File: src/rtl/alu_ctrl_pkg.sv
// alu_ctrl_pkg: op codes, FSM states and instruction layout shared by the ALU controller and the ALU
package alu_ctrl_pkg;
  typedef enum logic [2:0] {
    ALU_ADD  = 3'd0,
    ALU_SUB  = 3'd1,
    ALU_AND  = 3'd2,
    ALU_OR   = 3'd3,
    ALU_XOR  = 3'd4,
    ALU_NOT  = 3'd5,
    ALU_PASS = 3'd6,
    ALU_OUT  = 3'd7
  } op_e;
  typedef enum logic [1:0] {IDLE = 2'd0, EXEC = 2'd1, WB = 2'd2} state_e;
  typedef struct packed {
    op_e        op;
    logic [1:0] rd;
    logic [1:0] rs;
    logic       imm_sel;
    logic [7:0] imm;
  } instr_t;
endpackage

File: src/rtl/alu_ctrl_if.sv
// alu_ctrl_if: instruction handshake and OUT result bus of the ALU controller
interface alu_ctrl_if #(parameter int DATA_W = 8);
  logic              instr_valid;
  logic              instr_ready;
  logic [15:0]       instr;
  logic              out_valid;
  logic [DATA_W-1:0] out_data;
  modport master(output instr_valid, instr, input instr_ready, out_valid, out_data);
  modport slave(input instr_valid, instr, output instr_ready, out_valid, out_data);
endinterface

File: src/rtl/alu_ctrl_regfile.sv
// alu_ctrl_regfile: register file, one sync write port, two comb read ports plus a debug read port
module alu_ctrl_regfile #(
  parameter int DATA_W = 8,
  parameter int NREGS  = 4
) (
  input  logic              clk,
  input  logic              rst,
  input  logic              we,
  input  logic [1:0]        waddr,
  input  logic [DATA_W-1:0] wdata,
  input  logic [1:0]        raddr_a,
  input  logic [1:0]        raddr_b,
  input  logic [1:0]        dbg_addr,
  output logic [DATA_W-1:0] rdata_a,
  output logic [DATA_W-1:0] rdata_b,
  output logic [DATA_W-1:0] dbg_data
);
  logic [DATA_W-1:0] r [NREGS];
  always_ff @(posedge clk)
    if (rst) for (int i = 0; i < NREGS; i++) r[i] <= '0;
    else if (we) r[waddr] <= wdata;
  assign rdata_a  = r[raddr_a];
  assign rdata_b  = r[raddr_b];
  assign dbg_data = r[dbg_addr];
endmodule

File: src/rtl/alu_ctrl.sv
// alu_ctrl: IDLE/EXEC/WB sequencer driving an external ALU; ALU_CTRL_FLAGS_EN adds zero/negative flags
module alu_ctrl
  import alu_ctrl_pkg::*;
#(
  parameter int DATA_W = 8,
  parameter int NREGS  = 4
) (
  input  logic              clk,
  input  logic              rst,
  alu_ctrl_if.slave         bus,
  output logic [DATA_W-1:0] alu_a,
  output logic [DATA_W-1:0] alu_b,
  output logic [2:0]        alu_op,
  input  logic [DATA_W-1:0] alu_out,
  output logic              busy,
  input  logic [1:0]        dbg_addr,
  output logic [DATA_W-1:0] dbg_data
`ifdef ALU_CTRL_FLAGS_EN
  ,
  output logic              flag_z,
  output logic              flag_n
`endif
);
  state_e            state;
  instr_t            ins;
  logic [1:0]        rd;
  logic [DATA_W-1:0] result, ra_data, rb_data;
  logic              we;
  assign ins             = instr_t'(bus.instr);
  assign bus.instr_ready = state == IDLE && !rst;
  assign busy            = state != IDLE;
  assign we              = state == WB && alu_op != ALU_OUT;
  alu_ctrl_regfile #(.DATA_W(DATA_W), .NREGS(NREGS)) u_rf (
    .clk,
    .rst,
    .we,
    .waddr   (rd),
    .wdata   (result),
    .raddr_a (ins.rd),
    .raddr_b (ins.rs),
    .dbg_addr,
    .rdata_a (ra_data),
    .rdata_b (rb_data),
    .dbg_data
  );
  // OUT raises out_valid at the EXEC edge so the pulse and its data occupy the WB cycle
  always_ff @(posedge clk) begin
    if (rst) begin
      state         <= IDLE;
      rd            <= '0;
      result        <= '0;
      alu_a         <= '0;
      alu_b         <= '0;
      alu_op        <= '0;
      bus.out_valid <= 1'b0;
      bus.out_data  <= '0;
`ifdef ALU_CTRL_FLAGS_EN
      flag_z        <= 1'b0;
      flag_n        <= 1'b0;
`endif
    end else begin
      bus.out_valid <= 1'b0;
      case (state)
        IDLE: if (bus.instr_valid) begin
          alu_op <= ins.op;
          alu_a  <= ra_data;
          alu_b  <= ins.imm_sel ? ins.imm : rb_data;
          rd     <= ins.rd;
          state  <= EXEC;
        end
        EXEC: begin
          result        <= alu_out;
          bus.out_valid <= alu_op == ALU_OUT;
          if (alu_op == ALU_OUT) bus.out_data <= alu_a;
          state         <= WB;
        end
        WB: begin
`ifdef ALU_CTRL_FLAGS_EN
          if (alu_op != ALU_OUT) begin
            flag_z <= result == '0;
            flag_n <= result[DATA_W-1];
          end
`endif
          state <= IDLE;
        end
        default: state <= IDLE;
      endcase
    end
  end
endmodule

File: src/flat_wrapper.sv
// flat-port wrapper written by rule: the top's interface ports become plain ports
module alu_ctrl_flat import alu_ctrl_pkg::*;
#(
  parameter int DATA_W = 8,
  parameter int NREGS  = 4
)
  (clk, rst, alu_a, alu_b, alu_op, alu_out, busy, dbg_addr, dbg_data, bus_instr_valid, bus_instr, bus_instr_ready, bus_out_valid, bus_out_data);
  alu_ctrl_if #(.DATA_W(DATA_W)) bus_i ();
  input  logic clk;
  input  logic rst;
  output logic [DATA_W-1:0] alu_a;
  output logic [DATA_W-1:0] alu_b;
  output logic [2:0] alu_op;
  input  logic [DATA_W-1:0] alu_out;
  output logic busy;
  input  logic [1:0] dbg_addr;
  output logic [DATA_W-1:0] dbg_data;
  input wire logic [$bits(bus_i.instr_valid)-1:0] bus_instr_valid;
  input wire logic [$bits(bus_i.instr)-1:0] bus_instr;
  output wire logic [$bits(bus_i.instr_ready)-1:0] bus_instr_ready;
  output wire logic [$bits(bus_i.out_valid)-1:0] bus_out_valid;
  output wire logic [$bits(bus_i.out_data)-1:0] bus_out_data;
  assign bus_i.instr_valid = bus_instr_valid;
  assign bus_i.instr = bus_instr;
  assign bus_instr_ready = bus_i.instr_ready;
  assign bus_out_valid = bus_i.out_valid;
  assign bus_out_data = bus_i.out_data;
  alu_ctrl #(.DATA_W(DATA_W), .NREGS(NREGS)) u_core (.clk(clk), .rst(rst), .bus(bus_i), .alu_a(alu_a), .alu_b(alu_b), .alu_op(alu_op), .alu_out(alu_out), .busy(busy), .dbg_addr(dbg_addr), .dbg_data(dbg_data));
endmodule
File: config.mk
export PLATFORM = sky130hd
export DESIGN_NAME = alu_ctrl_flat
export DESIGN_NICKNAME = d
export VERILOG_FILES = /design/src/rtl/alu_ctrl_pkg.sv /design/src/rtl/alu_ctrl_if.sv /design/src/rtl/alu_ctrl_regfile.sv /design/src/rtl/alu_ctrl.sv /design/src/flat_wrapper.sv
export SDC_FILE = /design/constraint.sdc
export NUM_CORES = 1
export LEC_CHECK = 0
export ABC_CLOCK_PERIOD_IN_PS = 2350
export BUFFER_PORTS_ARGS = -buffer_cell sky130_fd_sc_hd__clkbuf_2
export CORE_ASPECT_RATIO = 0.9
export CORE_UTILIZATION = 30
export DETAILED_ROUTE_END_ITERATION = 10
export GPL_ROUTABILITY_DRIVEN = 0
export SYNTH_ARGS = -nofsm -noshare
export SYNTH_HDL_FRONTEND = slang
export SYNTH_SLANG_ARGS = --single-unit
File: constraint.sdc
create_clock -name clk -period 2.35 [get_ports clk]
set_input_delay 0.235 -clock clk [delete_from_list [all_inputs] [get_ports clk]]
set_output_delay 0.235 -clock clk [all_outputs]
set_load 0.02 [all_outputs]
## Word level (Yosys, flattened, before mapping)

Memory sizes are Yosys's and may differ from the RTL's. A register that Yosys moved wholly into a read port is not among the register bits.
Cells that the tools add are included.

| word-level totals | value |
|---|---|
| memories | 1 |
| memory bits (writable) | 32 |
| word-level logic and storage cells | 34 |
| input bits | 29 |
| register bits | 32 |

| operators by class | value |
|---|---|
| reductions and logical operators | 9 |
| bitwise operators | 1 |
| multiplexer cells | 11 |
| equal/unequal tests | 5 |

Memories:

| memory | depth | width | read ports | clocked after Yosys merged registers in | wr ports | line | RTL |
|---|---|---|---|---|---|---|---|
| u_core.u_rf.r | 4 | 8 | 3 | 1 | 4 | alu_ctrl_regfile.sv:18 | `logic [DATA_W-1:0] r [NREGS];` |

Operator list:

| kind | count |
|---|---|
| two-way mux 8 bit | 2 |
| OR reduction 8 bit | 1 |
| two-way mux 1 bit | 6 |
| two-way mux 2 bit | 2 |
| case mux 2 bit (2 select lines) | 1 |
| AND reduction 2 bit | 2 |
| equality test 3 bit (second input constant) | 1 |
| != test 3 bit (second input constant) | 1 |
| equality test 2 x 1 -> 1 bit (second input constant) | 1 |
| equality test 2 bit (second input constant) | 1 |
| logical AND 1 bit | 2 |
| logical NOT 2 bit | 1 |
| != test 2 bit (second input constant) | 1 |
| nonzero test 2 bit | 1 |
| OR reduction 2 bit | 1 |
| logical NOT 1 bit | 1 |
| inverter 1 bit | 1 |

## Depth between registers and ports, before layout

Gate-level depths: netlist of the first run.

| logic depth | value |
|---|---|
| depth in word-level cells | 7 |
| gate-level depth with buffers | 5 |
| gate-level depth less buffers | 3 |

## Cells and area by module

Synthesis of the first run repeated with hierarchy kept, for this count alone.

| second synthesis, totals | value |
|---|---|
| cell total of the unflattened synthesis | 287 |
| area, all modules | 3409.5 um2 |

By module, submodules not included:

| module | area an instance (um2) | cells an instance | seq. area each (um2) | times used |
|---|---|---|---|---|
| alu_ctrl_regfile | 1868.0 | 104 | 960.9 | 1 |
| alu_ctrl | 1541.5 | 183 | 800.8 | 1 |

## Worst setup path before layout of the first run

OpenSTA, ideal clock, no wires.

| timing | value |
|---|---|
| path type | reg2reg |
| start point | reg u_core.alu_op[1] |
| end point | mem u_core.u_rf.r[3][0] (enable) |
| slack | 0.647 ns |
| cell stages (with the launch flop) | 4 |
| buffers on the path | 1 |
| data arrival time | 1.328 ns |
| clock period less this slack | 1.703 ns |
| data required time | 1.975 ns |
| cells stage by stage | dfxtp_1 -> and3_1 -> buf_2 -> o21bai_1 |

RTL lines:

| what | line | RTL |
|---|---|---|
| start, declared | alu_ctrl.sv:13 | `output logic [2:0] alu_op,` |
| start signal, assigned | alu_ctrl.sv:65 | `alu_op <= ins.op;` |
| end, declared | alu_ctrl_regfile.sv:18 |  |

==> impl_metrics.py, run 1 <==
metrics = {
    "routing": {
        "drtPass1Iterations": 4,
        "drc": 0,
        "vias": 2457,
        "dr.first_iter.drc_count": 160,
        "drt_wl_total_mm": 8.71,
        "drtAntennaViolNets": 0,
        "wl_per_cell_um": 17.2,
        "viasPerCell": 4.85,
    },
    "setup_path": {
        "rr_worst_depth": 3,
        "worstPathRequired_ns": 2.37,
        "cp_slowest_cell": "or3b_4",
        "crit_path_max_incr_delay_ns": 0.46,
        "cp_num_buf_inv": 0,
        "cp_top_family": "simple AND/OR/NAND/NOR gates",
        "r2r_slack_ns": 0.49,
        "path_class": "register to register",
        "r2r_end": "u_core.u_rf.r[1][3]",
        "arrival_ns": 1.88,
        "end_kind": "register",
        "start_kind": "register",
        "crit_chain": "or3b_4, nor4b_4, or2_2",
        "cp_max_fo": 9,
        "r2r_start": "u_core.state[1]",
    },
    "synth": {
        "yosysMostFrequentCell": "nand2_1",
        "synth-edff-count": 32,
        "ys_warn_count": 0,
        "synthCells": 293,
        "syn_nets": 322,
        "async_reset_ff_frac": 0,
        "syn_area_um2": 3360,
        "ys_types": 29,
        "synth-seq-area-share": 0.524,
        "ys_top_cells_by_count": "nand2_1, dfxtp_1, and2_1, edfxtp_1, a21oi_1",
        "syn_area_per_cell_um2": 11.5,
        "synthTopCellsByArea": "edfxtp_1, dfxtp_1, mux4_2, and2_1, mux2_2",
        "synth_top_area_frac": 0.286,
        "netlist.top_cell.by_area": "edfxtp_1",
        "ys_ff_latch": 72,
        "synth_flop_cell": "dfxtp_1",
    },
    "pwr": {
        "power_switching_mw": 0.780,
        "power_density_nw_per_um2": 770,
        "p_seq_frac": 0.446,
        "fin_total_pwr_mw": 3.17,
        "p_int_mw": 2.39,
        "peakVddDrop_mv": 0.363,
        "swShare": 0.246,
        "power_frac_comb": 0.105,
        "p_leak_nw": 1.57,
        "clkPwrFrac": 0.450,
    },
    "timing": {
        "slew_violations": 0,
        "finalClockSkew_ns": 0.0115,
        "slew-limit-headroom": 0.540,
        "max_freq_mhz": 537,
        "rsz0062_at_grt": "false",
        "setup_ws_ns": 0.488,
        "setup_viol": 0,
        "tns_ns": 0,
        "min_period_ns": 1.86,
        "finalHoldViolations": 0,
        "fin_crit_sh": 0.792,
        "tightest_slew_ns": 0.689,
    },
    "die": {
        "start_util": 0.310,
        "die_w_um": 114,
        "die_y_um": 102,
        "core_area_um2": 10900,
        "num_rows": 36,
        "die-area_um2": 11600,
        "ios": 67,
    },
    "clock_network": {
        "clock-root-buffer": "clkbuf_16",
        "cts_buffers": 9,
        "post_cts_buffers": 0,
        "ctsHoldBuffers": 0,
        "cts-htree-levels": 3,
        "clk_latency_ns": 0.33,
        "path_clk_slew_ns": 0.06,
        "cts_tree": "done",
        "cts.sinks": 72,
        "cts_buffer_depth": 2,
        "cts.repair.resized": 0,
    },
    "cells_and_area": {
        "diodes": 0,
        "areaGrowthSynthToFinish_pct": 22.5,
        "drive_gt1_frac": 0.358,
        "final_nets": 379,
        "fin_area_um2": 4120,
    },
    "placed_design": {
        "placed_area_um2": 3800,
        "dp_worst_setup_slack_ns": 0.490,
        "portBuffers": 66,
        "dp_hpwl_mm": 6.63,
    },
    "grt": {
        "grt_pass1_wl_mm": 13.5,
        "antenna_found_initial": 0,
        "grt_max_degree": 46,
        "grt_pass1_vias": 2402,
        "grt_overflow": 0,
        "grt_usage": 0.158,
    },
    "min_path": {
        "whs_endpoint": "u_core.result[4]",
        "hp-class": "primary input to register",
        "whs_path_depth": 3,
        "worstHoldStart": "alu_out[4]",
    },
    "run_status": {
        "status": "finished clean",
    },
    "flow_run": {
        "cap_viol_max_count": 0,
    },
}
-- cells by family after synthesis --
group | count (synthesis) | synth area share
buffers and inverters | 23 | 0.0335
DFF | 72 | 0.524
and+or+nand+nor | 112 | 0.182
muxes | 32 | 0.161
AOI/OAI and AO/OA | 54 | 0.0990
-- through the flow --
step | hold WS (ns) | utilization | cells
after floorplan | 0.371 | - | 293
after global placement | 0.462 | 0.350 | 491
after detailed placement | 0.466 | 0.350 | 491
after CTS | 0.113 | 0.379 | 507
after global routing | 0.131 | 0.379 | 507
final | 0.119 | 0.379 | 507
-- sequential cells by signal (all words and copies together), names as in the netlist --
name / flops
u_core.bus.out_data: 8
u_core.bus.out_valid: 1
u_core.u_rf.r: 32
u_core.alu_op: 3
u_core.rd: 2
u_core.alu_b: 8
u_core.result: 8
u_core.alu_a: 8
u_core.state: 2
-- layout make-up --
type | instances | area, um2
Timing Repair Buffer | 69 | 353
Sequential cell | 72 | 1760
Tap cell | 152 | 190
Clock inverter | 6 | 71.3
Multi-Input combinational cell | 198 | 1490
Clock buffer | 10 | 250
Fill cell | 1058 | 6740
-- layer usage --
| metal | wire length (um) | global-route usage | vias to the layer above |
|---|---|---|---|
| met4 | 47 | 0.0354 | 0 |
| met5 | 0 | 0 | - |
| li1 | - | - | 1191 |
| met2 | 3810 | 0.230 | 68 |
| met3 | 508 | 0.0480 | 6 |
| met1 | 4350 | 0.228 | 1192 |
-- placed cells by master, fill, tap and decap left out, drive strengths merged, types with 2 or more instances in the layout --
master	count
a211oi	8
mux4	16
clkbuf	76
nor2	13
nand2	42
dfxtp	40
edfxtp	32
clkinvlp	2
nor4b	2
inv	2
nand3	9
o21ai	8
or2	4
and2	32
buf	3
or3b	2
a21oi	29
a222oi	8
mux2	16
-- power by group through the flow --
stage          Clock (mW)  Sequential [mW]  Combinational (mW)
6_report             1.43             1.41               0.332
5_1_grt              1.51             1.42               0.362
4_1_cts              1.45             1.41               0.336
3_5_place_dp            0             1.44               0.334
3_3_place_gp            0             1.44               0.331
2_1_floorplan           0             1.45               0.208
-- worst reg2reg max path, delay by kind of cell (launching register included) --
kind	cells	cell delay (ns)
flops	1	0.42
simple gates	3	1.13
-- how the worst max path moves through the flow --
stage | startpoint | depth (start not counted) | slack [ns] | to
floorplan | u_core.alu_op[1] | 3 | 0.65 | u_core.u_rf.r[3][0]
global placement | u_core.state[1] | 3 | 0.55 | u_core.u_rf.r[2][7]
detailed placement | u_core.state[1] | 3 | 0.49 | u_core.u_rf.r[2][0]
CTS | u_core.state[1] | 3 | 0.47 | u_core.u_rf.r[2][2]
global route | u_core.state[1] | 3 | 0.33 | u_core.u_rf.r[1][5]
finish | u_core.state[1] | 3 | 0.49 | u_core.u_rf.r[1][3]
(Power assumes the default switching activity.)
==> inputs of run 2 (changes only) <==
- ABC_AREA: default -> 1
- ABC_CLOCK_PERIOD_IN_PS: 2350 -> 1900
- clock period: 2.35 -> 1.9 ns (I/O delays scaled with it)
==> run 2 against run 1 <==
Cell count up 33%; setup slack worse by 0.20 ns; synthesized area up 6.0%; critical path type is now register to output pin.
==> impl_metrics.py, run 2 <==
metrics = {
    "routing": {
        "drtAntennaViolNets": 0,
        "dr.first_iter.drc_count": 242,
        "vias": 3119,
        "drt_wl_total_mm": 9.00,
        "drtPass1Iterations": 4,
        "drc": 0,
        "viasPerCell": 4.63,
        "wl_per_cell_um": 13.4,
    },
    "pwr": {
        "power_switching_mw": 1.06,
        "clkPwrFrac": 0.421,
        "p_seq_frac": 0.446,
        "power_density_nw_per_um2": 917,
        "p_leak_nw": 1.85,
        "power_frac_comb": 0.133,
        "swShare": 0.268,
        "p_int_mw": 2.89,
        "peakVddDrop_mv": 0.395,
    },
    "die": {
        "die-area_um2": 12300,
        "ios": 67,
        "die_y_um": 105,
        "num_rows": 37,
        "die_w_um": 117,
        "start_util": 0.310,
        "core_area_um2": 11500,
    },
    "timing": {
        "fin_crit_sh": 0.848,
        "slew_violations": 0,
        "rsz0062_at_grt": "false",
        "finalClockSkew_ns": 0.00966,
        "max_freq_mhz": 621,
        "tightest_slew_ns": 0.548,
        "tns_ns": 0,
        "finalHoldViolations": 0,
        "hold_slack_ns": 0.110,
        "slew-limit-headroom": 0.635,
        "min_period_ns": 1.61,
        "setup_viol": 0,
    },
    "synth": {
        "synth-seq-area-share": 0.495,
        "synth_top_area_frac": 0.270,
        "synthCells": 452,
        "syn_area_um2": 3560,
        "ys_top_cells_by_count": "nand2_1, nor2_1, a21oi_1, inv_1, dfxtp_1",
        "synth_flop_cell": "dfxtp_1",
        "yosysMostFrequentCell": "nand2_1",
        "syn_nets": 481,
        "synthTopCellsByArea": "edfxtp_1, dfxtp_1, nand2_1, nor2_1, a21oi_1",
        "syn_area_per_cell_um2": 7.88,
        "synth-edff-count": 32,
        "ys_ff_latch": 72,
        "ys_warn_count": 0,
        "netlist.top_cell.by_area": "edfxtp_1",
        "async_reset_ff_frac": 0,
        "ys_types": 29,
    },
    "cells_and_area": {
        "mostFrequentLayoutCells": "nand2_1, nor2_1, clkbuf_2",
        "final_nets": 542,
        "regMostFlops": "u_core.u_rf.r",
        "drive_gt1_frac": 0.230,
        "areaGrowthSynthToFinish_pct": 21.0,
        "largest_register_ffs": 32,
        "diodes": 0,
        "layout_commonest_cell": "nand2_1",
    },
    "clock_network": {
        "cts_buffer_depth": 2,
        "cts-htree-levels": 3,
        "post_cts_buffers": 0,
        "cts_buffers": 9,
        "cts.repair.resized": 0,
        "path_clk_slew_ns": 0.06,
        "cts_tree": "done",
        "ctsHoldBuffers": 0,
        "cts.sinks": 72,
        "clk_latency_ns": 0.33,
        "clock-root-buffer": "clkbuf_16",
    },
    "grt": {
        "grt_pass1_vias": 2852,
        "grt_use_met1": 0.216,
        "grt_usage": 0.156,
        "busiest_layer": "met2",
        "antenna_found_initial": 0,
        "grt_pass1_wl_mm": 14.6,
        "use_met3": 0.0431,
        "grt_overflow": 0,
        "grt_max_degree": 34,
        "grt_use_met2": 0.239,
    },
    "setup_path": {
        "start_kind": "register",
        "crit_path_max_incr_delay_ns": 0.39,
        "path_class": "register to output pin",
        "cp_max_fo": 2,
        "worstPathRequired_ns": 1.71,
        "cpMostUsedCell": "a21oi_1",
        "cp_slowest_cell": "edfxtp_1",
        "end_kind": "output pin",
        "arrival_ns": 1.42,
        "crit_chain": "inv_1, o21ai_0, a21oi_1, a21oi_1, clkbuf_2",
    },
    "placed_design": {
        "dp_hpwl_mm": 7.06,
        "portBuffers": 66,
    },
    "flow_run": {
        "cap_viol_max_count": 0,
    },
    "min_path": {
        "hp-class": "primary input to register",
    },
    "run_status": {
        "status": "finished clean",
    },
}
run 2: changes by cell type in the layout (fill, tap and decap cells not counted), moves of 16 or more:
| cell | delta |
|---|---|
| nand2_1 | +37 |
| and2_1 | -32 |
| nand3_1 | +25 |
| inv_1 | +42 |
| o21ai_0 | +21 |
| nor2_1 | +54 |
| mux4_2 | -16 |
| mux2_2 | -16 |
| a21oi_1 | +20 |
run 2: layout make-up:
class,instances,area [um2]
Multi-Input combinational cell,306,1470
Fill cell,1225,7170
Inverter,49,188
Clock buffer,10,229
Tap cell,156,195
Sequential cell,72,1760
Clock inverter,6,67.6
Timing Repair Buffer,75,398
run 2: per-layer routing:
metal  vias to the layer above  routed length, um  share of wire
met5                         -                  0              0
met4                         0                 36         0.0040
met3                         2                584          0.065
met2                        77               4030           0.45
met1                      1426               4350           0.48
li1                       1614                  -              -
run 2: metrics by stage:
stage	std cells	setup WS, ns	power [mW]	area [um2]	util
after floorplan	452	0.179	2.15	3560	-
after global placement	658	0.503	2.31	4010	0.350
after detailed placement	658	0.428	2.32	4010	0.350
after CTS	674	0.298	3.99	4310	0.375
after global routing	674	0.174	4.13	4310	0.375
final	674	0.289	3.95	4310	0.375
run 2: kinds of logic after synthesis:
| kind of cell | count (synthesis) | synth area share |
|---|---|---|
| AOI/OAI and AO/OA | 99 | 0.146 |
| buffers and inverters | 74 | 0.0924 |
| DFF | 72 | 0.495 |
| and+or+nand+nor | 207 | 0.267 |
run 2: worst paths after layout:
check        slack, ns  cells after the start              startpoint                endpoint
min reg2reg       0.51                      2  u_core.bus.out_data[0]  u_core.bus.out_data[0]
max reg2reg       0.43                      6         u_core.state[1]     u_core.u_rf.r[0][7]
max               0.29                      5     u_core.u_rf.r[1][2]             dbg_data[2]
min               0.11                      3           bus_instr[15]        u_core.alu_op[2]
run 2: critical path, delay by kind of cell (launching register included):
family,cells,cell delay [ns]
AO/OA/AOI/OAI,3,0.43
flip-flops,1,0.39
buffers and inverters,2,0.28
run 2: power groups by stage:
stage	Combinational (mW)	Sequential, mW	Clock [mW]
3_5_place_dp	0.529	1.80	0
4_1_cts	0.531	1.76	1.70
5_1_grt	0.592	1.77	1.76
6_report	0.524	1.76	1.66
3_3_place_gp	0.521	1.79	0
2_1_floorplan	0.328	1.82	0
==> inputs of run 3 (changes only) <==
- ABC_AREA: 1 -> 0
- ABC_CLOCK_PERIOD_IN_PS: 1900 -> 1300
- clock period: 1.9 -> 1.3 ns (I/O delays scaled with it)
==> run 3 against run 2 <==
The run now ends with negative setup slack left; clock power grew 58%; clock skew shrank 0.0020 ns; cell area grew 14%; sequential power grew 45%; first-iteration DRC count shrank 26%; flip-flop and latch count is the same; routed wire length grew 9.5%; highest routed layer unchanged.
==> impl_metrics.py, run 3 (synthesis gave the netlist of run 1 again) <==
metrics = {
    "timing": {
        "rsz0062_at_grt": "true",
        "max_freq_mhz": 604,
        "tightest_slew_ns": 0.734,
        "slew_violations": 0,
        "hold_slack_ns": 0.0218,
        "slew-limit-headroom": 0.510,
        "min_period_ns": 1.66,
        "finalHoldViolations": 0,
        "setup_ws_ns": -0.356,
        "setup_viol": 78,
        "finalClockSkew_ns": 0.00769,
        "fin_crit_sh": 1.27,
    },
    "placed_design": {
        "portBuffers": 66,
        "dp_hpwl_mm": 6.62,
        "dp_cells": 514,
    },
    "clock_network": {
        "cts-htree-levels": 3,
        "path_clk_slew_ns": 0.06,
        "clk_latency_ns": 0.33,
        "cts_tree": "done",
        "clock-root-buffer": "clkbuf_16",
        "cts.sinks": 72,
        "cts_buffers": 9,
        "cts_buffer_depth": 2,
    },
    "die": {
        "core_area_um2": 10900,
        "die_w_um": 114,
        "die_y_um": 102,
        "num_rows": 36,
        "start_util": 0.310,
        "die-area_um2": 11600,
        "ios": 67,
    },
    "grt": {
        "antenna_found_initial": 0,
        "grt_pass1_vias": 2621,
        "grt_max_degree": 46,
        "grt_pass1_wl_mm": 14.0,
        "grt_usage": 0.164,
        "grt_overflow": 0,
    },
    "min_path": {
        "whs_path_depth": 3,
        "hp-class": "primary input to register",
        "whs_endpoint": "u_core.result[4]",
        "worstHoldStart": "alu_out[4]",
    },
    "setup_path": {
        "cpMostUsedCell": "buf_6",
        "worstPathRequired_ns": 1.17,
        "cp_slowest_cell": "mux4_2",
        "arrival_ns": 1.53,
        "path_class": "register to output pin",
        "r2r_slack_ns": -0.23,
        "end_kind": "output pin",
        "r2r_start": "u_core.u_rf.r[2][4]",
        "crit_path_max_incr_delay_ns": 0.49,
        "crit_chain": "buf_6, mux4_2, buf_6",
        "r2r_end": "u_core.alu_b[4]",
        "cp_top_family": "multiplexers",
        "rr_worst_depth": 5,
        "cp_max_fo": 2,
        "cp_num_buf_inv": 2,
        "start_kind": "register",
    },
    "cells_and_area": {
        "layout_commonest_cell": "clkbuf_2",
        "mostFrequentLayoutCells": "clkbuf_2, dfxtp_1, edfxtp_1",
        "nFillCells": 1021,
        "regMostFlops": "u_core.u_rf.r",
        "final_nets": 421,
        "areaGrowthSynthToFinish_pct": 46.2,
        "final_cell_count_no_fill": 549,
        "largest_register_ffs": 32,
        "drive_gt1_frac": 0.544,
        "diodes": 0,
    },
    "pwr": {
        "peakVddDrop_mv": 0.866,
        "p_leak_nw": 1.99,
        "power_density_nw_per_um2": 1240,
        "fin_total_pwr_mw": 6.11,
    },
    "routing": {
        "viasPerCell": 4.90,
        "dr.first_iter.drc_count": 178,
        "drc": 0,
        "drt_wl_total_mm": 9.85,
        "drtPass1Iterations": 5,
        "drtAntennaViolNets": 0,
        "vias": 2689,
        "wl_per_cell_um": 17.9,
    },
    "run_status": {
        "status": "complete, but fails checks",
        "violations": "negative setup slack",
    },
    "flow_run": {
        "cap_viol_max_count": 0,
    },
}
## run 3: how the worst max path moves through the flow
| stage | end | slack (ns) | cells after the start | from |
|---|---|---|---|---|
| global placement | u_core.alu_b[0] | -0.25 | 6 | bus_instr[9] |
| detailed placement | u_core.alu_b[4] | -0.24 | 6 | bus_instr[9] |
| finish | dbg_data[2] | -0.36 | 3 | u_core.u_rf.r[1][2] |
| CTS | dbg_data[2] | -0.37 | 3 | u_core.u_rf.r[1][2] |
| floorplan | u_core.u_rf.r[2][0] | -0.31 | 3 | u_core.state[1] |
| global route | dbg_data[2] | -0.37 | 3 | u_core.u_rf.r[1][2] |
## run 3: routing by layer
metal  share of wire  track usage  up-vias
li1                -            -     1272
met1            0.44        0.224     1314
met2            0.50        0.262       90
met3           0.053       0.0386       13
met4           0.012       0.0455        0
met5               0            0        -
## run 3: through the flow
step / setup TNS, ns / worst slack (ns) / util / area (um2)
final: -12.59 / -0.356 / 0.453 / 4910
after floorplan: -7.95 / -0.307 / - / 3400
after detailed placement: -10.41 / -0.238 / 0.374 / 4060
after CTS: -10.87 / -0.366 / 0.415 / 4510
after global placement: -9.07 / -0.250 / 0.374 / 4060
after global routing: -17.85 / -0.374 / 0.453 / 4910
## run 3: worst register-to-register path: cells and delay by family (launching register included)
kind,cells,cell delay [ns]
flops,1,0.40
compound gates,2,0.41
buf+inv,2,0.33
mux,1,0.25
## run 3: timing repair
item | in CTS | in global routing
endpoints found under the setup margin | 93 | 95
gates cloned | 0 | 4
buffers inserted | 9 | 8
pin swaps | 27 | 28
resized for setup | 16 | 95
hold buffers | 0 | 0
## run 3: area by class of cell
class                   instances  area, um2  share of cell area
clock buffers                  12        279              0.0568
clock inverters                 4       47.5             0.00968
multi-input cells             198       1740               0.354
flip-flops and latches         72       1770               0.360
well taps                     152        190              0.0387
repair buffers                111        887               0.181
## run 3: power by group
| part | switching, mW | internal, mW |
|---|---|---|
| Sequential | 0.0866 | 2.46 |
| Combinational | 0.480 | 0.461 |
| Clock | 0.912 | 1.71 |
